$ cat src/rtl/pix_wr_buf.sv
// ============================================================================
// Module   : pix_wr_buf
// Purpose  : Pixel write buffer. Absorbs one pixel write per cycle from the
//            pixel generator into a first-word-fall-through FIFO and replays
//            the entries to the frame-buffer memory arbiter over a req/ack
//            handshake. Writes arriving while the FIFO is full are dropped
//            and counted.
// Revision : 1.0 - initial release
//
// Parameters
//   DEPTH_LOG2 : FIFO holds 2**DEPTH_LOG2 entries (1..8)
//
// Ports
//   CLK      in   1  clock, rising edge
//   NRST     in   1  asynchronous active-low reset
//   X, Y     in   8  pixel column / row
//   R, G, B  in   3  pixel colour
//   WE       in   1  pixel valid
//   FULL     out  1  FIFO holds 2**DEPTH_LOG2 entries
//   MEM_REQ  out  1  head entry valid (FIFO not empty)
//   MEM_ADDR out 16  {Y,X} of head entry, 0 when empty
//   MEM_DATA out  9  {R,G,B} of head entry, 0 when empty
//   MEM_ACK  in   1  arbiter accepts head entry
//   DROP_CNT out 16  saturating count of dropped writes
//
// Configuration macro
//   PIXWR_DROPCNT_EN : defined   -> 16-bit saturating drop counter built
//                      undefined -> DROP_CNT tied to zero
// ============================================================================
`default_nettype none

module pix_wr_buf #(
  parameter int DEPTH_LOG2 = 4
) (
  input  logic        CLK,
  input  logic        NRST,
  input  logic [7:0]  X,
  input  logic [7:0]  Y,
  input  logic [2:0]  R,
  input  logic [2:0]  G,
  input  logic [2:0]  B,
  input  logic        WE,
  output logic        FULL,
  output logic        MEM_REQ,
  output logic [15:0] MEM_ADDR,
  output logic [8:0]  MEM_DATA,
  input  logic        MEM_ACK,
  output logic [15:0] DROP_CNT
);

  localparam int                  c_DEPTH     = 1 << DEPTH_LOG2;
  localparam logic [DEPTH_LOG2:0] c_COUNT_MAX = (DEPTH_LOG2+1)'(c_DEPTH);

  // Entry layout: {Y[24:17], X[16:9], R[8:6], G[5:3], B[2:0]}
  logic [24:0]           r_mem [0:c_DEPTH-1];
  logic [DEPTH_LOG2-1:0] r_wptr;
  logic [DEPTH_LOG2-1:0] r_rptr;
  logic [DEPTH_LOG2:0]   r_count;

  logic        w_full;
  logic        w_req;
  logic        w_push;
  logic        w_pop;
  logic [24:0] w_head;

  // FULL/REQ come only from the registered count; a pop in the same cycle
  // never frees a slot for the incoming write.
  assign w_full = (r_count == c_COUNT_MAX);
  assign w_req  = (r_count != '0);
  assign w_push = WE & ~w_full;
  assign w_pop  = w_req & MEM_ACK;

  // Storage array is intentionally not reset.
  always_ff @(posedge CLK) begin
    if (w_push) begin
      r_mem[r_wptr] <= {Y, X, R, G, B};
    end
  end

  always_ff @(posedge CLK or negedge NRST) begin
    if (!NRST) begin
      r_wptr  <= '0;
      r_rptr  <= '0;
      r_count <= '0;
    end else begin
      if (w_push) begin
        r_wptr <= r_wptr + DEPTH_LOG2'(1);
      end
      if (w_pop) begin
        r_rptr <= r_rptr + DEPTH_LOG2'(1);
      end
      case ({w_push, w_pop})
        2'b10:   r_count <= r_count + (DEPTH_LOG2+1)'(1);
        2'b01:   r_count <= r_count - (DEPTH_LOG2+1)'(1);
        default: r_count <= r_count;
      endcase
    end
  end

  assign w_head   = r_mem[r_rptr];
  assign FULL     = w_full;
  assign MEM_REQ  = w_req;
  assign MEM_ADDR = w_req ? w_head[24:9] : 16'h0000;
  assign MEM_DATA = w_req ? w_head[8:0]  : 9'h000;

`ifdef PIXWR_DROPCNT_EN
  logic        w_drop;
  logic [15:0] r_drop_cnt;

  assign w_drop = WE & w_full;

  always_ff @(posedge CLK or negedge NRST) begin
    if (!NRST) begin
      r_drop_cnt <= 16'h0000;
    end else if (w_drop && (r_drop_cnt != 16'hFFFF)) begin
      r_drop_cnt <= r_drop_cnt + 16'h0001;
    end
  end

  assign DROP_CNT = r_drop_cnt;
`else
  assign DROP_CNT = 16'h0000;
`endif

endmodule

`default_nettype wire
$ cat config.mk
export PLATFORM = sky130hd
export DESIGN_NAME = pix_wr_buf
export DESIGN_NICKNAME = d
export VERILOG_FILES = /design/src/rtl/pix_wr_buf.sv
export SDC_FILE = /design/constraint.sdc
export NUM_CORES = 1
export LEC_CHECK = 0
export CORE_ASPECT_RATIO = 0.7
export CORE_UTILIZATION = 55
export DETAILED_ROUTE_END_ITERATION = 8
export PLACE_DENSITY = 0.73
export SLEW_MARGIN = 20
export SYNTH_ARGS = -nofsm -noshare
export SYNTH_HDL_FRONTEND = slang
export SYNTH_SLANG_ARGS = --single-unit
$ cat constraint.sdc
create_clock -name CLK -period 4.2 [get_ports CLK]
set_input_delay 0.84 -clock CLK [delete_from_list [all_inputs] [get_ports CLK]]
set_output_delay 0.84 -clock CLK [all_outputs]
set_load 0.01 [all_outputs]
==> impl_metrics.toml, run 1 <==
[final_layout]
nets = 859
layout_commonest_cell = "edfxtp_1"
num_antenna_cells = 0
layout-drive-gt1-share = 0.284
final-seq-area_um2 = 12300
n_fill_cell = 1884
multi_input_area_um2 = 3580
synthToLayoutAreaGrowth_pct = 15.5
final_cell_mix = "edfxtp_1 (400), mux4_2 (100), clkdlybuf4s50_1 (55), clkbuf_16 (39), buf_4 (34)"

[place]
gp_congestion = 0.794
io_buffers = 55
hpwl_um = 18800

[grt]
antenna_found_initial = 0
grt_first_pass_wirelength_um = 49800
grt_use_total = 0.231
grt_max_degree = 43
overflow = 0
grt_pass1_vias = 7884

[logic_synthesis]
synth_area_um2 = 16100
synth_cells = 724
ys_types = 35
synth_top_area_share = 0.744
synth_area_leaders = "edfxtp_1 (74%), mux4_2 (14%), dfrtp_1 (2.0%)"
synth_area_leader_cell = "edfxtp_1"
ys_seq_area_frac = 0.764
ys_ff_latch = 413
avgSynthCellArea_um2 = 22.3
yosys_warnings = 0

[timing]
report.final.setup_viol = 0
finClkSkew_ns = 0.0153
fmax_mhz = 245
slew_headroom = 0.407
tns_ns = 0
timing.final.max_slew_violations = 0
worstMarginPinSlew_ns = 0.888
fin_crit_sh = 0.972
rsz0062_at_grt = "false"
period_needed_ns = 4.08
hold_violations = 0

[clock_tree]
numCtsBuffers = 39
cts_root_buf = "clkbuf_16"
clock_sinks = 413
cts_tree = "built"
path_clk_slew_ns = 0.06
clockBufferDepth = 3
cts_htree_levels = 2
clock_latency_ns = 0.54

[setup_path]
path_max_fanout = 17
worstSetupPathType = "reg -> out"
cp-end-kind = "output pin"
cp.arrival_ns = 3.24
startpoint_type = "flop"
worstPathRequired_ns = 3.36

[drt]
drt_iter0_markers = 622
wirelength_um = 33400
ant_nets = 0
wl_per_cell_um = 27.2
drc = 2
firstDrtPassIters = 8
vias_per_cell = 6.17
vias = 7592

[floorplanning]
core-area_um2 = 28900
dieHeight_um = 145
die_w_um = 207
rows = 52
start_util = 0.559
die-area_um2 = 30100
io_pins = 72

[outcome]
violations = "design-rule violations"
status = "complete, but fails checks"

[power_and_ir_drop]
p_leak_nw = 5.99
finalPower_mw = 12.7
irDropWorstVdd_v = 0.000407
powerDensity_nw_per_um2 = 683

[job]
drv_cap = 0

[min_path]
min_path_type = "reg -> reg"
[synth_stat cells, drive strengths merged]
cell type,instances
mux2,27
edfxtp,400
a221o,25
buf,37
a211oi,1
nand2b,3
or3,2
xnor2,8
nor2,13
and3b,2
and3,1
nor4b,1
xor2,5
nor4,1
inv,5
conb,1
nor3,5
nand2,7
mux4,100
o311ai,1
o31a,1
ha,8
dfrtp,13
a21oi,4
nand3,2
o21ai,2
clkbuf,20
nor2b,27
o311a,1
nand4,1
[routing by layer]
layer	track usage	wire length (um)	part of all wire
met2	0.357	16200	0.48
met3	0.0475	2230	0.067
met5	0	0	0
met1	0.336	14300	0.43
met4	0.0737	739	0.022
[worst paths after layout]
check,to,from,slack (ns),cells after the start
max,MEM_ADDR[13],r_count[0],0.12,6
min in group asynchronous,r_rptr[1],NRST,0.70,1
min,r_count[3],r_count[3],0.55,1
max in group asynchronous,r_rptr[0],NRST,3.02,1
max reg2reg,r_count[2],r_count[0],1.22,11
min reg2reg,r_count[3],r_count[3],0.55,1
[flip-flops by register name, summed over array words and instances, names as in the netlist]
| signal | count |
|---|---|
| r_mem | 400 |
| r_count | 5 |
| r_rptr | 4 |
| r_wptr | 4 |
[cells by family (layout without fill, tap and decap cells)]
family                   after synthesis  count (layout)  synth area share
flip-flops                           413             413             0.764
multiplexers                         127             127             0.158
AND/OR/NAND/NOR                       65              65            0.0223
buffers and inverters                 62             175            0.0216
AO/OA/AOI/OAI                         35              35            0.0200
XOR/XNOR                              13              13           0.00705
adder cells (fa/ha/maj)                8               8           0.00620
other                                  1              16          0.000232
[final cells by class]
class                      count  area share
tap                          378      0.0254
multi-input combinational    264       0.192
clock buffer                  47      0.0539
inverter                       5     0.00101
clock inverter                24      0.0115
sequential                   413       0.662
timing repair buffer          99      0.0539
[critical path, stage by stage, from the launching register on]
cell and delay, ns:
dfrtp_1 0.43, or3_4 0.44, or3_1 0.41, and3b_2 0.29, buf_4 0.24, a221o_1 0.39, clkdlybuf4s50_1 0.49
[report_power, final]
group / total [mW] / switching (mW) / internal, mW
registers: 5.31 / 0.319 / 4.99
logic: 4.05 / 1.90 / 2.15
clock network: 3.39 / 1.48 / 1.91
[repair_timing]
| action | CTS | global route |
|---|---|---|
| setup endpoints to repair | 17 | 20 |
| hold buffers | 0 | 0 |
| buffers inserted | 0 | 10 |
| gates resized for setup | 2 | 0 |
[through the flow]
step	utilization	cell area [um^2]	worst slack, ns	hold WS [ns]	std cells
2_1_floorplan	-	16200	0.634	0.485	739
3_3_place_gp	0.600	17300	0.602	0.499	1149
3_5_place_dp	0.600	17300	0.463	0.528	1149
4_1_cts	0.643	18600	0.00996	0.538	1220
5_1_grt	0.645	18600	0.0215	0.571	1230
6_report	0.645	18600	0.118	0.551	1230
No activity file was read; power rests on OpenSTA's default activity.
==> inputs of run 2 (changes only) <==
==> constraint.sdc (replaced) <==
create_clock -name CLK -period 4.9 [get_ports CLK]
set_input_delay 0.98 -clock CLK [delete_from_list [all_inputs] [get_ports CLK]]
set_output_delay 0.98 -clock CLK [all_outputs]
set_load 0.01 [all_outputs]
==> run 2 against run 1 <==
Effect of this change:
- final cell count fell by 1.2%
- critical path type unchanged
- the flow still finishes with violations (design-rule violations)
- clock skew fell by 0.0061 ns
- clock power fell by 12%
- global-route usage fell by 0.35 points
- flip-flop and latch count did not move
- die area did not move
- sequential share of layout area rose by 0.40 points
- largest cell class unchanged
==> impl_metrics.toml, run 2 (synthesis gave the netlist of run 1 again) <==
[outcome]
status = "complete, but fails checks"
violations = "design-rule violations"

[final_layout]
layout_commonest_cell = "edfxtp_1"
final_cell_mix = "edfxtp_1 (400), mux4_2 (100), clkdlybuf4s50_1 (55), clkbuf_16 (41), nor2b_1 (26)"
layout-drive-gt1-share = 0.268
final-seq-area_um2 = 12300
largest_reg_flops = 400
multi_input_area_um2 = 3580
utilization = 0.642
n_fill_cell = 1883
post-route-cell-area_um2 = 18500
nets = 845
reg_top3 = "r_mem: 400 flops, r_count: 5 flops"
synthToLayoutAreaGrowth_pct = 14.8
regMostFlops = "r_mem"
finalNonFillerCells = 1215

[place]
post-place-cells = 1145
pre_cts_slack_ns = 1.06
hpwl_um = 18100
io_buffers = 55
gp_congestion = 0.743
dpl_cell_area_um2 = 17300

[setup_path]
cp-end-kind = "output pin"
startpoint_type = "flop"
worstSetupPathType = "reg -> out"
path_max_fanout = 24
cp.arrival_ns = 3.38
worstPathRequired_ns = 3.92

[clock_tree]
postCtsSetupBuffers = 0
numCtsBuffers = 39
cts-hold-fix-buffers = 0
clock_latency_ns = 0.53
path_clk_slew_ns = 0.06
clockBufferDepth = 3
cts_root_buf = "clkbuf_16"
cts_htree_levels = 2
clock_sinks = 413
cts_tree = "built"
cts.repair.resized = 0

[grt]
overflow = 0
antenna_found_initial = 1
grt_first_pass_wirelength_um = 49000
grt_max_degree = 48
grt_use_total = 0.227
grt_pass1_vias = 7806

[timing]
layout_setup_ws_ns = 0.542
report.final.setup_viol = 0
hold_violations = 0
worstMarginPinSlew_ns = 1.06
slew_headroom = 0.294
tns_ns = 0
period_needed_ns = 4.36
fin_hold_ws_ns = 0.531
fmax_mhz = 229
timing.final.max_slew_violations = 0
rsz0062_at_grt = "false"
fin_crit_sh = 0.889
finClkSkew_ns = 0.00913

[drt]
drc = 4
wl_per_cell_um = 27.0
wirelength_um = 32800
vias = 7499
ant_nets = 0
vias_per_cell = 6.17
firstDrtPassIters = 9
drt_iter0_markers = 578

[floorplanning]
dieHeight_um = 145
rows = 52
die-area_um2 = 30100
start_util = 0.559
io_pins = 72
core-area_um2 = 28900
die_w_um = 207

[job]
drv_cap = 0

[power_and_ir_drop]
finalPower_mw = 10.8
powerDensity_nw_per_um2 = 585
p_leak_nw = 5.91
irDropWorstVdd_v = 0.000376

[min_path]
min_path_type = "reg -> reg"
[run 2: cell types whose count changed in the layout (fill, tap and decap cells not counted), moves of 2 or more]
cell	delta
inv_6	-2
buf_12	-3
clkbuf_16	+2
buf_4	-11
clkinv_2	-3
[run 2: final timing paths]
path / end / cells past startpoint / startpoint / slack (ns)
worst min register to register: r_count[3] / 1 / r_count[3] / 0.53
worst max-delay path: MEM_ADDR[2] / 5 / r_rptr[1] / 0.54
worst max register to register: r_count[4] / 11 / r_count[0] / 1.83
max in group asynchronous: r_rptr[1] / 1 / NRST / 3.59
worst min-delay path: r_count[3] / 1 / r_count[3] / 0.53
min in group asynchronous: r_wptr[0] / 1 / NRST / 0.84
[run 2: cell type report]
cell class / instances / share of cell area
Antenna cell: 1 / 0.000135
Inverter: 5 / 0.00101
Sequential cell: 413 / 0.666
Clock inverter: 20 / 0.0107
Tap cell: 378 / 0.0255
Multi-Input combinational cell: 264 / 0.193
Timing Repair Buffer: 85 / 0.0466
Clock buffer: 49 / 0.0570
[run 2: per-layer routing]
metal  routed length, um  share of wire  up-vias  GRT usage
li1                    -              -     3160          -
met5                   0              0        -          0
met3                2550          0.078       53     0.0459
met2               15600           0.48      318      0.348
met4                 824          0.025        0     0.0708
met1               13800           0.42     3968      0.335
[run 2: power by group]
group	switching (mW)	leakage (nW)	internal (mW)	total, mW
clock network	1.24	0.608	1.74	2.98
registers	0.298	3.76	4.28	4.57
logic	1.54	1.54	1.75	3.29
total	3.07	5.91	7.76	10.8
[run 2: worst max-delay path, stage by stage (launching register included)]
cell	delay, ns
dfrtp_4	0.74
buf_4	0.44
mux4_2	0.56
mux2_1	0.31
a221o_1	0.30
clkdlybuf4s50_1	0.48
==> inputs of run 3 (changes only) <==
--- a/config.mk
+++ b/config.mk
@@ -6,9 +6,9 @@
 export NUM_CORES = 1
 export LEC_CHECK = 0
 export CORE_ASPECT_RATIO = 0.7
-export CORE_UTILIZATION = 55
+export CORE_MARGIN = 4
+export CORE_UTILIZATION = 35
 export DETAILED_ROUTE_END_ITERATION = 8
-export PLACE_DENSITY = 0.73
 export SLEW_MARGIN = 20
 export SYNTH_ARGS = -nofsm -noshare
 export SYNTH_HDL_FRONTEND = slang
==> run 3 against run 2 <==
Effect of this change:
- the flow now finishes without violations
- via count fell by 2.2%
- sequential power barely moved
- wire length rose by 4.2%
- first-iteration DRC count rose by 6.9%
- design area rose by 1.4%
- critical path depth rose by 1
- combinational power rose by 3%
- final cell count rose by 18%
- clock-buffer cell count fell by 1
- power barely moved
- global-route usage fell by 8.9 points
- die area rose by 65%
- critical endpoint is now MEM_DATA[1]
- highest routed layer unchanged
==> impl_metrics.toml, run 3 (synthesis gave the netlist of run 1 again) <==
[grt]
overflow = 0
grt_pass1_vias = 7473
grt_max_degree = 39
grt_use_met2 = 0.210
grt_util_met1 = 0.210
grt_first_pass_wirelength_um = 51300
grt_use_total = 0.138
grt-busiest-layer = "met1"
antenna_found_initial = 0
met3_usage = 0.0302

[timing]
finClkSkew_ns = 0.0190
fin_crit_sh = 0.910
hold_violations = 0
fmax_mhz = 224
tns_ns = 0
period_needed_ns = 4.46
report.final.setup_viol = 0
rsz0062_at_grt = "false"
worstMarginPinSlew_ns = 1.03
slew_headroom = 0.308
timing.final.max_slew_violations = 0

[drt]
firstDrtPassIters = 5
drt_iter0_markers = 618
wirelength_um = 34200
vias_per_cell = 5.10
vias = 7332
ant_nets = 0
wl_per_cell_um = 23.8
drc = 0

[place]
hpwl_um = 20100
io_buffers = 55
gp_congestion = 0.765

[floorplanning]
dieHeight_um = 188
rows = 65
start_util = 0.356
die_w_um = 265
core-area_um2 = 45300
die-area_um2 = 49700
io_pins = 72

[setup_path]
crit_start = "r_count[0]"
cp-end-kind = "output pin"
worstSetupPathType = "reg -> out"
r2r-start = "r_count[0]"
worstPathRequired_ns = 3.92
rr_worst_depth = 11
path_max_fanout = 13
cp.arrival_ns = 3.48
rrSetupSlack_ns = 1.98
startpoint_type = "flop"

[min_path]
min_path_type = "reg -> reg"
hold_depth = 1
hold_start = "r_count[3]"

[power_and_ir_drop]
powerDensity_nw_per_um2 = 577
clkPwrFrac = 0.266
p_comb_frac = 0.313
irDropWorstVdd_v = 0.000324
seqPwrFrac = 0.421
p_leak_nw = 5.90
p_int_mw = 7.67
switchingPower_mw = 3.18
p_sw_frac = 0.293

[clock_tree]
clockBufferDepth = 3
cts_tree = "built"
cts.repair.resized = 0
path_clk_slew_ns = 0.06
numCtsBuffers = 38
postCtsSetupBuffers = 0
clock_sinks = 413
clock_latency_ns = 0.53
cts_root_buf = "clkbuf_16"
cts-hold-fix-buffers = 0
cts_htree_levels = 2

[final_layout]
num_antenna_cells = 0
utilization = 0.415
layout-drive-gt1-share = 0.270
reg_top3 = "r_mem: 400 flops, r_count: 5 flops"
n_fill_cell = 3879
synthToLayoutAreaGrowth_pct = 16.5
largest_reg_flops = 400
regMostFlops = "r_mem"
layout_commonest_cell = "edfxtp_1"
final_cell_mix = "edfxtp_1 (400), mux4_2 (100), clkdlybuf4s50_1 (55), clkbuf_16 (41), nor2b_1 (26)"
nets = 843

[outcome]
status = "completed"

[job]
drv_cap = 0
-- run 3: critical path, stage by stage, from the launching register on --
cell and delay, ns:
dfrtp_1 0.42, or3_4 0.44, or3_1 0.41, and3b_1 0.49, buf_4 0.35, a221o_1 0.35
clkdlybuf4s50_1 0.48
-- run 3: cell type report --
class / instances / area (um^2) / area share
multi-input cells: 264 / 3640 / 0.193
clock inverters: 20 / 155 / 0.00825
clock buffers: 48 / 1050 / 0.0560
repair buffers: 84 / 838 / 0.0446
well taps: 603 / 754 / 0.0401
flip-flops and latches: 413 / 12300 / 0.657
inverters: 5 / 18.8 / 0.000998
-- run 3: final timing paths --
| check | end |
|---|---|
| max | MEM_DATA[1] |
| max in group asynchronous | r_rptr[1] |
| max reg2reg | r_count[2] |
| min reg2reg | r_count[3] |
| min in group asynchronous | r_wptr[2] |
| min | r_count[3] |
-- run 3: per-layer routing --
metal / vias to the layer above / part of all wire
met5: - / 0
met4: 0 / 0.010
li1: 3152 / -
met3: 30 / 0.051
met1: 3947 / 0.48
met2: 203 / 0.46
-- run 3: stage by stage --
| step | setup slack [ns] | area (um^2) | hold slack [ns] | power (mW) | cells |
|---|---|---|---|---|---|
| floorplan | 1.19 | 16200 | 0.485 | 6.73 | 739 |
| global placement | 1.05 | 17600 | 0.507 | 8.09 | 1368 |
| detailed placement | 0.966 | 17600 | 0.518 | 8.09 | 1368 |
| CTS | 0.389 | 18800 | 0.529 | 11.0 | 1436 |
| global route | 0.296 | 18800 | 0.552 | 11.4 | 1437 |
| finish | 0.440 | 18800 | 0.534 | 10.8 | 1437 |
-- run 3: power by group through the flow --
stage	Combinational [mW]	Sequential, mW	Clock [mW]
after floorplan	2.31	4.42	0
after global placement	3.45	4.64	0
after detailed placement	3.44	4.65	0
after CTS	3.46	4.58	2.96
after global routing	3.65	4.62	3.12
final	3.39	4.57	2.89
